--- src/rtl/uart_tx_arbiter_pkg.sv ---
// Shared definitions for the UART transmit arbiter.
//   arb_state_t   : arbiter FSM state encoding
//   BITWIDTH_DEF  : default byte width (matches the UART data width)
//   MAXBURST_DEF  : default maximum number of bytes per grant
//   BURST_CNT_W   : width of the per-grant burst counter
package uart_tx_arbiter_pkg;

  typedef enum logic {
    ST_IDLE = 1'b0,
    ST_OWN  = 1'b1
  } arb_state_t;

  localparam int BITWIDTH_DEF = 8;
  localparam int MAXBURST_DEF = 4;
  localparam int BURST_CNT_W  = 4;

endpackage

--- src/rtl/uart_tx_arbiter_rr_pick.sv ---
// Combinational round-robin selector: returns a one-hot vector marking the
// first set bit of req strictly after position ptr, wrapping modulo N.
//   req : request vector
//   ptr : index of the most recent owner (search starts at ptr+1)
//   gnt : one-hot selection, all-zero when req is empty
module rr_pick #(
  parameter int N  = 4,
  parameter int PW = $clog2(N)
) (
  input  logic [N-1:0]  req,
  input  logic [PW-1:0] ptr,
  output logic [N-1:0]  gnt
);

  logic found;

  always_comb begin
    gnt   = '0;
    found = 1'b0;
    // k = N wraps back to ptr itself, so the last owner is considered last.
    for (int k = 1; k <= N; k++) begin
      if (!found && req[(int'(ptr) + k) % N]) begin
        gnt[(int'(ptr) + k) % N] = 1'b1;
        found                    = 1'b1;
      end
    end
  end

endmodule

--- src/rtl/uart_tx_arbiter.sv ---
// Round-robin arbiter feeding byte requesters into a single UART TX FIFO.
// A requester holds the UART for up to MAXBURST bytes or until its message
// ends; every grant is followed by one idle arbitration cycle.
//
//   state    | meaning
//   ---------+-----------------------------------------------------------
//   ST_IDLE  | no owner; pick next eligible requester after ptr
//   ST_OWN   | grant held; owner's bytes pass straight through to UART
//
// Ports:
//   PCLK, PRESETN : clock, asynchronous active-low reset
//   req_valid     : requester i offers a byte
//   req_data      : byte of requester i in [i*BITWIDTH +: BITWIDTH]
//   req_last      : offered byte ends requester i's message
//   req_enable    : requester i may be granted
//   req_ready     : byte of requester i accepted this cycle
//   tx_full       : UART TX FIFO full
//   wr_uart       : write strobe to the UART TX FIFO
//   w_data        : byte written to the UART (0 when not writing)
//   grant         : one-hot current owner, zero when idle
//   busy          : a grant is active
module uart_tx_arbiter
  import uart_tx_arbiter_pkg::*;
#(
  parameter int NREQ     = 4,
  parameter int BITWIDTH = BITWIDTH_DEF,
  parameter int MAXBURST = MAXBURST_DEF
) (
  input  logic                     PCLK,
  input  logic                     PRESETN,
  input  logic [NREQ-1:0]          req_valid,
  input  logic [NREQ*BITWIDTH-1:0] req_data,
  input  logic [NREQ-1:0]          req_last,
  output logic [NREQ-1:0]          req_ready,
  input  logic [NREQ-1:0]          req_enable,
  input  logic                     tx_full,
  output logic                     wr_uart,
  output logic [BITWIDTH-1:0]      w_data,
  output logic [NREQ-1:0]          grant,
  output logic                     busy
);

  localparam int PW = $clog2(NREQ);

  arb_state_t             state;
  logic [PW-1:0]          ptr;
  logic [BURST_CNT_W-1:0] burst_cnt;

  logic [NREQ-1:0]        cand;
  logic [NREQ-1:0]        pick;
  logic [PW-1:0]          owner_idx;
  logic [BITWIDTH-1:0]    owner_data;
  logic                   owner_valid;
  logic                   owner_enable;
  logic                   owner_last;
  logic                   accept;
  logic                   burst_end;
  logic                   release_own;

  assign cand = req_valid & req_enable;

  rr_pick #(
    .N  (NREQ),
    .PW (PW)
  ) u_rr_pick (
    .req (cand),
    .ptr (ptr),
    .gnt (pick)
  );

  // Owner mux driven by the registered one-hot grant; all-zero when idle.
  always_comb begin
    owner_idx    = '0;
    owner_data   = '0;
    owner_valid  = 1'b0;
    owner_enable = 1'b0;
    owner_last   = 1'b0;
    for (int i = 0; i < NREQ; i++) begin
      if (grant[i]) begin
        owner_idx    = PW'(i);
        owner_data   = req_data[i*BITWIDTH +: BITWIDTH];
        owner_valid  = req_valid[i];
        owner_enable = req_enable[i];
        owner_last   = req_last[i];
      end
    end
  end

  // Pass-through handshake: zero-latency, gated by state so reset and the
  // idle bubble suppress all writes.
  assign accept      = (state == ST_OWN) && owner_valid && owner_enable && !tx_full;
  assign req_ready   = accept ? grant : '0;
  assign wr_uart     = accept;
  assign w_data      = accept ? owner_data : '0;

  assign burst_end   = ((burst_cnt + 4'd1) == BURST_CNT_W'(MAXBURST));
  assign release_own = (accept && (owner_last || burst_end)) || !owner_valid || !owner_enable;

  always_ff @(posedge PCLK or negedge PRESETN) begin
    if (!PRESETN) begin
      state     <= ST_IDLE;
      grant     <= '0;
      busy      <= 1'b0;
      burst_cnt <= '0;
      ptr       <= PW'(NREQ - 1);
    end else begin
      case (state)
        ST_IDLE: begin
          if (|cand) begin
            state     <= ST_OWN;
            grant     <= pick;
            busy      <= 1'b1;
            burst_cnt <= '0;
          end
        end
        ST_OWN: begin
          if (accept) begin
            burst_cnt <= burst_cnt + 4'd1;
          end
          if (release_own) begin
            state <= ST_IDLE;
            grant <= '0;
            busy  <= 1'b0;
            ptr   <= owner_idx;
          end
        end
      endcase
    end
  end

endmodule

--- config.mk ---
export PLATFORM = sky130hd
export DESIGN_NAME = uart_tx_arbiter
export DESIGN_NICKNAME = d
export VERILOG_FILES = /design/src/rtl/uart_tx_arbiter_pkg.sv /design/src/rtl/uart_tx_arbiter_rr_pick.sv /design/src/rtl/uart_tx_arbiter.sv
export SDC_FILE = /design/constraint.sdc
export NUM_CORES = 1
export LEC_CHECK = 0
export CORE_MARGIN = 5
export CORE_UTILIZATION = 45
export CTS_CLUSTER_DIAMETER = 30
export DETAILED_ROUTE_END_ITERATION = 16
export PLACE_DENSITY = 0.87
export SLEW_MARGIN = 10
export SYNTH_ARGS = -nofsm -noshare
export SYNTH_HDL_FRONTEND = slang
export SYNTH_SLANG_ARGS = --single-unit
--- constraint.sdc ---
create_clock -name PCLK -period 8.65 [get_ports PCLK]
set_input_delay 2.595 -clock PCLK [delete_from_list [all_inputs] [get_ports PCLK]]
set_output_delay 2.595 -clock PCLK [all_outputs]
set_load 0.01 [all_outputs]
---- Yosys cells after proc, flatten, opt, wreduce, memory -nomap -nowiden ----
Index checks and enable logic that the tools add are counted.
storage, ports and cells
  register bits after elaboration ......... 12
  bits of input ports ..................... 47
cells by class
  add/sub/neg operators ................... 5
  $lt $le $gt $ge ......................... 8
  equality and inequality tests ........... 4
  muxes and demuxes ....................... 60
  bitwise operators ....................... 9
  reductions and logical operators ........ 28
operators with widths
  operator                                                     count
  2-to-1 mux 8 bit                                             5
  2-to-1 mux 4 bit                                             9
  2-to-1 mux 1 bit                                             32
  less-than comparator 3 x 4 -> 1 bit (second input constant)  4
  one-hot mux 4 bit (2 select lines)                           2
  >= comparator 3 x 1 -> 1 bit (second input constant)         4
  OR 4 bit                                                     3
  logical AND 1 bit                                            11
  binary-select mux 1 bit (select 2 bit)                       4
  demux 1 bit (select 2 bit)                                   4
  OR reduction 2 bit                                           4
  zero test 1 bit                                              6
  AND reduction 2 bit                                          3
  adder 2 x 1 -> 2 bit (second input constant)                 2
  adder 2 bit (second input constant)                          2
  adder 4 x 1 -> 4 bit (second input constant)                 1
  bitwise AND 1 bit (first input constant)                     4
  bitwise AND 4 bit                                            1
  == test 4 x 3 -> 1 bit (second input constant)               1
  2-to-1 mux 2 bit                                             2
  != test 2 x 1 -> 1 bit (second input constant)               2
  one-hot mux 1 bit (2 select lines)                           2
  OR reduction 4 bit                                           1
  logical OR 1 bit                                             3
  2 further kinds                                              2

---- Logic depth before layout (Yosys ltp) ----
Gate-level depths: netlist of the first run.
  depth in word-level cells ............... 18
  gate-level depth with buffers ........... 9

---- Modules after synthesis ----
A second synthesis of the first run with hierarchy kept.
second synthesis, totals
  cells, all modules ...................... 162
  area total of the unflattened synthesis .. 1320.0 µm²
modules (own cells, without submodules)
  module           times used  cells each  area each (µm²)  seq. area each (µm²)
  uart_tx_arbiter  1           124         962.2            302.8
  rr_pick          1           38          357.8            0.0

---- Least setup slack after synthesis of the first run ----
Ideal clock, no wire load.
  path kind ............................... input port to output port
  from .................................... in req_valid[1]
  to ...................................... out w_data[0]
  arrival ................................. 3.889 ns
  path slack .............................. 2.166 ns
  stages on the path ...................... 7
  path through ............................ and2_4 buf_6 a221oi_1 or3_1 clkbuf_1 clkbuf_1 nor3_1
between the ends
  cells in the longest elaborated chain, start to end .. 7
ends and longest elaborated chain
  element                          RTL line               source
  start, declared                  uart_tx_arbiter.sv:31  input logic [NREQ-1:0] req_valid,
  2-to-1 mux 1 bit (3 in series)   uart_tx_arbiter.sv:79  if (grant[i]) begin
  logical AND 1 bit (3 in series)  uart_tx_arbiter.sv:91  assign accept = (state == ST_OWN) && owner_valid && owner_enable && !tx_full;
  2-to-1 mux 8 bit                 uart_tx_arbiter.sv:94  assign w_data = accept ? owner_data : '0;
  end, declared                    uart_tx_arbiter.sv:38  output logic [BITWIDTH-1:0] w_data,
No other way between the ends.

---- Final worst setup path of the first run ----
  from .................................... in req_valid[0]
  to ...................................... out req_ready[0]
between the ends
  cells in the longest elaborated chain, start to end .. 8
ends and longest elaborated chain
  element                          RTL line               source
  2-to-1 mux 1 bit (4 in series)   uart_tx_arbiter.sv:79
  logical AND 1 bit (3 in series)  uart_tx_arbiter.sv:91
  2-to-1 mux 4 bit                 uart_tx_arbiter.sv:92  assign req_ready = accept ? grant : '0;
  end, declared                    uart_tx_arbiter.sv:34  output logic [NREQ-1:0] req_ready,
No other way between the ends.

==> summary.md, run 1 <==
| Metric | Value |
|---|---|
| Status | `finished, final reports clean` |
| Crit end category | `primary output` |
| DP HPWL | `3510 µm` |
| H-Tree Depth | `1` |
| Number of antenna diodes | `0` |
| Clk sink count | `12` |
| Initial antenna violation count | `0` |
| Post-synthesis async set-or-reset flop share | `between 90% and 100%` |
| Yosys Warn Count | `0` |
| Startpoint Class | `primary input` |
| Routability cong. | `about 0.94` |
| CTS resizes | `0` |
| Area grow syn2layout | `47.57%` |
| Initial Util | `a little under half` |
| CTS Hold Bufs | `0` |
| CTS Buf Count | `3` |
| Iteration-0 DRC count of the detailed router | `107` |
| Routed Antenna Nets | `0` |
| Die Wd | `around 66 µm` |
| Setup bufs post-CTS | `0` |
| Fmax | `roughly 130 MHz` |
| P_int | `0.2524 mW` |
| Clk buf depth | `2` |
| Slew Limit Fails | `0` |
| Remaining DRCs | `0` |
| Pwr Density | `roughly 240 mW/mm²` |
| Syn_area_per_cell | `approximately 8.2 µm²` |
| Final-layout fill cell count | `approximately 260` |
| Congestion Overflow GR | `0` |
| Part of the power in registers | `a little over a quarter` |
| Unrepaired setup endpoints after global routing | `false` |
| Root buf cell | `clkbuf_4` |
| Sw Share | `47.77%` |
| Power share of the clock group | `around a tenth` |
| Share of layout cells above drive strength 1 | `roughly 6.2%` |
| Crit path time final | `7519 ps` |
| Die area | `between 0.004 and 0.005 mm²` |
| Slew headroom | `between 50% and 60%` |
| Avg Vias per Cell | `6.349` |
| Routed wire length per instance | `17.48 µm` |
| Setup Skew | `2.885 ps` |
| Max-cap violations | `0` |
| VDD IR max | `0.0001609 V` |
| CTS tree | `built` |
| Pin slew with the least headroom to its limit | `735.2 ps` |
| Comb pwr share | `64.3%` |
| FF/Latch Area | `a little over 300 µm²` |
| Post-Route Utilization | `68.38%` |
| Iteration count of the initial detailed-routing pass | `4` |
| Final hold slack | `between 500 and 600 ps` |
| Die height | `approximately 66 µm` |
| Crit share post-route | `between 80 and 90%` |
| Flop-to-flop setup slack | `5620 ps` |
| Main synth FF type | `dfrtp_1` |
| Row count | `20` |
| Vias in the first global route | `1490` |
| Net Sw Power | `approximately 0.23 mW` |
| Post-Syn Area | `0.001391 mm²` |
| Finish-stage setup viols | `0` |
| Largest net degree at the start of global routing | `18` |
| #FFs+latches synth | `12` |
| Final Hold Fails | `0` |
| Pre-CTS setup slack | `1136 ps` |
| Global-route wire length before repair | `around 7000 µm` |
| Crit Path Class | `primary input to primary output` |
| Multi-input logic area | `roughly 990 µm²` |
| CP max FO | `13` |
| Total GRT Usage | `21.11%` |
| Final wirelength | `roughly 4500 µm` |
| Sequential fraction of the synthesis area | `a little over a fifth` |
| Syn nets | `roughly 230` |
| Req. time, crit path | `roughly 6100 ps` |
| Core Area | `~0.003 mm²` |
| Lkg Pwr | `a little under 0.8 nW` |
| PortBufs | `64` |
| I/O pins | `65` |
| Setup TNS | `0 ps` |
| Type of the worst min-delay path | `flop to flop` |
| Reg clk slew, reported paths | `~70 ps` |
| Final Worst Setup Slack | `approximately 1100 ps` |
| Nets@finish | `283` |
| Vias | `~1600` |
| EDFF count, synth | `0` |
| Synth Instances | `169` |
| Netlist cell types | `44` |
| Worst-Skew Late Latency | `280 ps` |
| Critical Path AT | `just under 5000 ps` |
flip-flops by register name, summed over array words and instances, names as in the netlist:
signal / flops
grant: 4
burst_cnt: 4
state: 1
busy: 1
ptr: 2
worst max-delay path, cell delays in order:
cell and delay, ps:
clkdlybuf4s50_1 500, and2_1 200, a221oi_1 110, or3_1 600, inv_1 230, and2_1 140
clkdlybuf4s50_1 530
path summary, 6_finish.rpt:
| path | start | to | depth (start not counted) |
|---|---|---|---|
| setup / recovery | req_valid[0] | req_ready[0] | 7 |
| hold / removal | burst_cnt[2] | burst_cnt[2] | 1 |
| setup reg to reg | ptr[0] | grant[0] | 6 |
| hold reg to reg | burst_cnt[2] | burst_cnt[2] | 1 |
| max in group asynchronous | PRESETN | ptr[0] | 1 |
| min in group asynchronous | PRESETN | grant[3] | 1 |
through the flow:
stage | area (µm²) | std cells | power, mW
floorplan | 1391 | 169 | 0.3279
global placement | 2017 | 254 | 0.4312
detailed placement | 2017 | 254 | 0.4339
CTS | 2053 | 258 | 0.4815
global route | 2053 | 258 | 0.5243
finish | 2053 | 258 | 0.4833
Yosys cell counts (2+ instances only):
cell	number	area, µm²
o2111ai_1	3	26.28
and2_1	5	31.28
o22ai_1	10	62.56
buf_2	3	15.01
ha_1	10	125.1
a211oi_1	5	37.54
nor2_1	8	30.03
dfrtp_1	10	250.2
nand2_1	4	15.01
nor3_1	9	45.04
a21o_1	4	30.03
a221oi_1	10	87.58
nand4_1	2	12.51
mux2_2	2	22.52
inv_1	11	41.29
nor2b_1	3	18.77
or3_1	4	25.02
nand2b_1	4	25.02
nand3_1	11	55.05
o21ai_0	2	10.01
dfstp_2	2	52.55
a21oi_1	5	25.02
mux2i_1	3	30.03
a22o_1	2	17.52
a221o_1	3	30.03
a2111oi_0	9	78.83
clkbuf_1	8	30.03
layout by cell type, fill, tap and decap left out, drive strengths merged, types with 4 or more instances in the layout:
cell           Yosys  routed
a2111oi            9       9
a211oi             5       5
a21o               4       4
a21oi              5       5
a221o              4       4
a221oi            10      10
and2               6       6
clkbuf             8       4
clkdlybuf4s50      0      64
dfrtp             10      10
ha                10      10
inv               11      11
nand2              4       4
nand2b             4       4
nand3             11      11
nor2               8       8
nor3               9       9
o22ai             10      10
or3                4       4
power groups by stage:
stage	Sequential, mW	Clock (mW)	Combinational [mW]
final	0.127	0.0458	0.311
after floorplan	0.107	0	0.221
after CTS	0.126	0.0474	0.308
after global routing	0.131	0.0507	0.343
after detailed placement	0.126	0	0.308
after global placement	0.126	0	0.305
area by class of cell:
| cell class | instances | area share [%] |
|---|---|---|
| inverter | 11 | 2.011 |
| tap | 33 | 2.011 |
| sequential | 12 | 14.75 |
| multi-input combinational | 134 | 48.26 |
| clock buffer | 4 | 1.767 |
| timing repair buffer | 64 | 31.20 |
layer usage:
metal | global-route usage, % | vias up | share of wire [%]
met3 | 5.641 | 5 | 12
li1 | - | 788 | -
met4 | 7.772 | 0 | 1.2
met1 | 27.42 | 751 | 43
met2 | 33.38 | 94 | 44
met5 | 0 | - | 0
logic make-up after synthesis:
family / Yosys count / synth area share [%]
multiplexers: 6 / 5.396
AND/OR/NAND/NOR: 54 / 20.86
AO/OA/AOI/OAI: 63 / 35.34
buffers and inverters: 23 / 7.014
adder cells (fa/ha/maj): 10 / 8.993
flip-flops: 12 / 21.76
XOR/XNOR: 1 / 0.6296
(Power assumes the default switching activity.)
==> inputs of run 2 (changes only) <==
--- a/config.mk
+++ b/config.mk
@@ -7,6 +7,7 @@
 export LEC_CHECK = 0
 export CORE_MARGIN = 5
 export CORE_UTILIZATION = 45
+export CTS_BUF_LIST = sky130_fd_sc_hd__clkbuf_8 sky130_fd_sc_hd__clkbuf_16
 export CTS_CLUSTER_DIAMETER = 30
 export DETAILED_ROUTE_END_ITERATION = 16
 export PLACE_DENSITY = 0.87
==> run 2 against run 1 <==
Cell area is 0.91% higher. Worst hold slack worse by 6.3 ps. Clock-buffer cell count stayed put. Routed wire length is 0.84% higher. Flip-flop and latch count stayed put. Critical path depth stayed put. Clock power is 36% higher. Die area stayed put. Global-route usage is 0.14 points higher. Maximum frequency hardly changed. Cell count stayed put. Setup slack worse by 3.2 ps. Critical endpoint unchanged. Largest power group unchanged.
==> summary.md, run 2 (synthesis gave the netlist of run 1 again) <==
| Metric | Value |
|---|---|
| P_int | `0.2672 mW (+5.9%)` |
| Commonest non-fill, non-tap cell in the layout | `clkdlybuf4s50_1` |
| Final Hold Fails | `0 (unchanged)` |
| PortBufs | `64 (unchanged)` |
| Crit share post-route | `86.96% (about the same)` |
| Max-cap violations | `0 (unchanged)` |
| Type of the worst min-delay path | `flop to flop` |
| Avg Vias per Cell | `6.337 (-0.18%)` |
| Pin slew with the least headroom to its limit | `739.0 ps (+3.778 ps)` |
| Critical Path AT | `4930 ps (about the same)` |
| DP HPWL | `3510 µm (unchanged)` |
| Finish-stage setup viols | `0 (unchanged)` |
| Clk sink count | `12 (unchanged)` |
| Worst-Skew Late Latency | `250 ps (-30 ps)` |
| Iteration-0 DRC count of the detailed router | `67 (-37%)` |
| Slew Limit Fails | `0 (unchanged)` |
| Final wirelength | `4549 µm (+0.84%)` |
| Remaining DRCs | `0 (unchanged)` |
| Regs by FF count | `burst_cnt: 4 flops, grant: 4 flops, ptr: 2 flops` |
| Fmax | `132.9 MHz (about the same)` |
| Routed wire length per instance | `17.63 µm (+0.84%)` |
| Number of antenna diodes | `0 (unchanged)` |
| Initial antenna violation count | `0 (unchanged)` |
| Setup crit start | `req_valid[0]` |
| Slowest CP cell | `or3_1` |
| Slew headroom | `50.35% (-0.25 points)` |
| Reg-to-Reg Start | `ptr[0]` |
| Req. time, crit path | `6060 ps (about the same)` |
| Cells after DPL | `254 (unchanged)` |
| VDD IR max | `0.0001540 V (-4.3%)` |
| CTS resizes | `0 (unchanged)` |
| Total GRT Usage | `21.25% (+0.14 points)` |
| Die height | `65.61 µm (unchanged)` |
| H-Tree Depth | `1 (unchanged)` |
| Post-route cell area | `0.002072 mm² (+0.91%)` |
| Power share of the clock group | `12.5% (+3.0 points)` |
| GRT Max-Usage Layer | `met2` |
| I/O pins | `65 (unchanged)` |
| Congestion Overflow GR | `0 (unchanged)` |
| Clk buf depth | `2 (unchanged)` |
| Placed Area | `0.002017 mm² (unchanged)` |
| Lkg Pwr | `0.7926 nW (+0.99%)` |
| Crit path time final | `7522 ps (+3.200 ps)` |
| Post-route non-filler standard cell count | `258 (unchanged)` |
| Setup Skew | `2.423 ps (-0.4612 ps)` |
| Worst Path Buf+Inv | `3 (unchanged)` |
| Met2 Use GR | `33.88% (+0.51 points)` |
| CP max FO | `13 (unchanged)` |
| Die Wd | `65.61 µm (unchanged)` |
| Sw Share | `46.60% (-1.2 points)` |
| Root buf cell | `clkbuf_8` |
| Vias in the first global route | `1520 (+2.0%)` |
| Die area | `0.004304 mm² (unchanged)` |
| Net Sw Power | `0.2332 mW (+1.0%)` |
| Crit end category | `primary output` |
| Part of the power in registers | `25.3% (-0.9 points)` |
| Cell breakdown of the critical path | `clkdlybuf4s50_1, and2_1, a221oi_1, or3_1, inv_1, and2_1, clkdlybuf4s50_1` |
| M1 GR Usage | `27.42% (unchanged)` |
| Nets@finish | `283 (unchanged)` |
| Largest net degree at the start of global routing | `18 (unchanged)` |
| Hold_sp | `busy` |
| Iteration count of the initial detailed-routing pass | `4 (unchanged)` |
| Global Route met3 Usage | `6.154% (+0.51 points)` |
| Crit Path Class | `primary input to primary output` |
| Top delay family on crit path | `buffers and inverters` |
| Routed Antenna Nets | `0 (unchanged)` |
| CTS Hold Bufs | `0 (unchanged)` |
| Global-route wire length before repair | `7127 µm (+1.3%)` |
| Setup TNS | `0 ps (unchanged)` |
| Pwr Density | `241.5 mW/mm² (+2.6%)` |
| Startpoint Class | `primary input` |
| Core Area | `0.003003 mm² (unchanged)` |
| Status | `finished, final reports clean` |
| Reg clk slew, reported paths | `60 ps (about the same)` |
| Routability cong. | `0.9366 (unchanged)` |
| Comb pwr share | `62.2% (-2.1 points)` |
| Vias | `1635 (-0.18%)` |
| Initial Util | `46.33% (unchanged)` |
| Share of layout cells above drive strength 1 | `6.222% (unchanged)` |
| Unrepaired setup endpoints after global routing | `false` |
| Setup bufs post-CTS | `0 (unchanged)` |
| Area grow syn2layout | `48.92%` |
| Row count | `20 (unchanged)` |
| CP max stage delay | `600 ps (about the same)` |
| CTS tree | `built` |
| Commonest non-fill, non-tap cells in the layout | `clkdlybuf4s50_1, inv_1, nand3_1` |
| CTS Buf Count | `3 (unchanged)` |
[run 2: final timing paths]
check | to | slack, ps | depth (start not counted)
max | req_ready[0] | 1130 | 7
min | busy | 540 | 2
max reg2reg | grant[0] | 5630 | 6
min reg2reg | busy | 540 | 2
max in group asynchronous | ptr[0] | 5580 | 1
min in group asynchronous | burst_cnt[0] | 2700 | 1
[run 2: area by class of cell]
type                            count  area (µm²)
Tap cell                           33       41.29
Sequential cell                    12       302.8
Fill cell                         250       930.9
Inverter                           11       41.29
Timing Repair Buffer               64       640.6
Multi-Input combinational cell    134       991.0
Clock buffer                        4       55.05
[run 2: metal layers]
layer	wire length, µm	up-vias
met4	52	0
met3	545	5
met1	1935	752
met2	2016	92
met5	0	-
li1	-	786
[run 2: power by group through the flow]
stage | combinational [mW] | sequential [mW] | clock, mW
after floorplan | 0.221 | 0.107 | 0
after global placement | 0.305 | 0.126 | 0
after detailed placement | 0.308 | 0.126 | 0
after CTS | 0.308 | 0.126 | 0.0635
after global routing | 0.343 | 0.131 | 0.0653
final | 0.311 | 0.127 | 0.0625
[run 2: tightest hold or removal path, stage by stage, from the launching register on]
cell and delay, ps:
dfrtp_1 380, inv_1 50, o21bai_1 60
[run 2: through the flow]
stage          setup WS [ps]  power [mW]  util, %  hold WS [ps]
5_1_grt                953.1      0.5395    69.00         562.2
4_1_cts                 1135      0.4981    69.00         545.9
2_1_floorplan           2166      0.3279        -         491.0
3_3_place_gp            1186      0.4312    67.17         518.3
6_report                1128      0.5004    69.00         539.1
3_5_place_dp            1136      0.4339    67.17         536.8
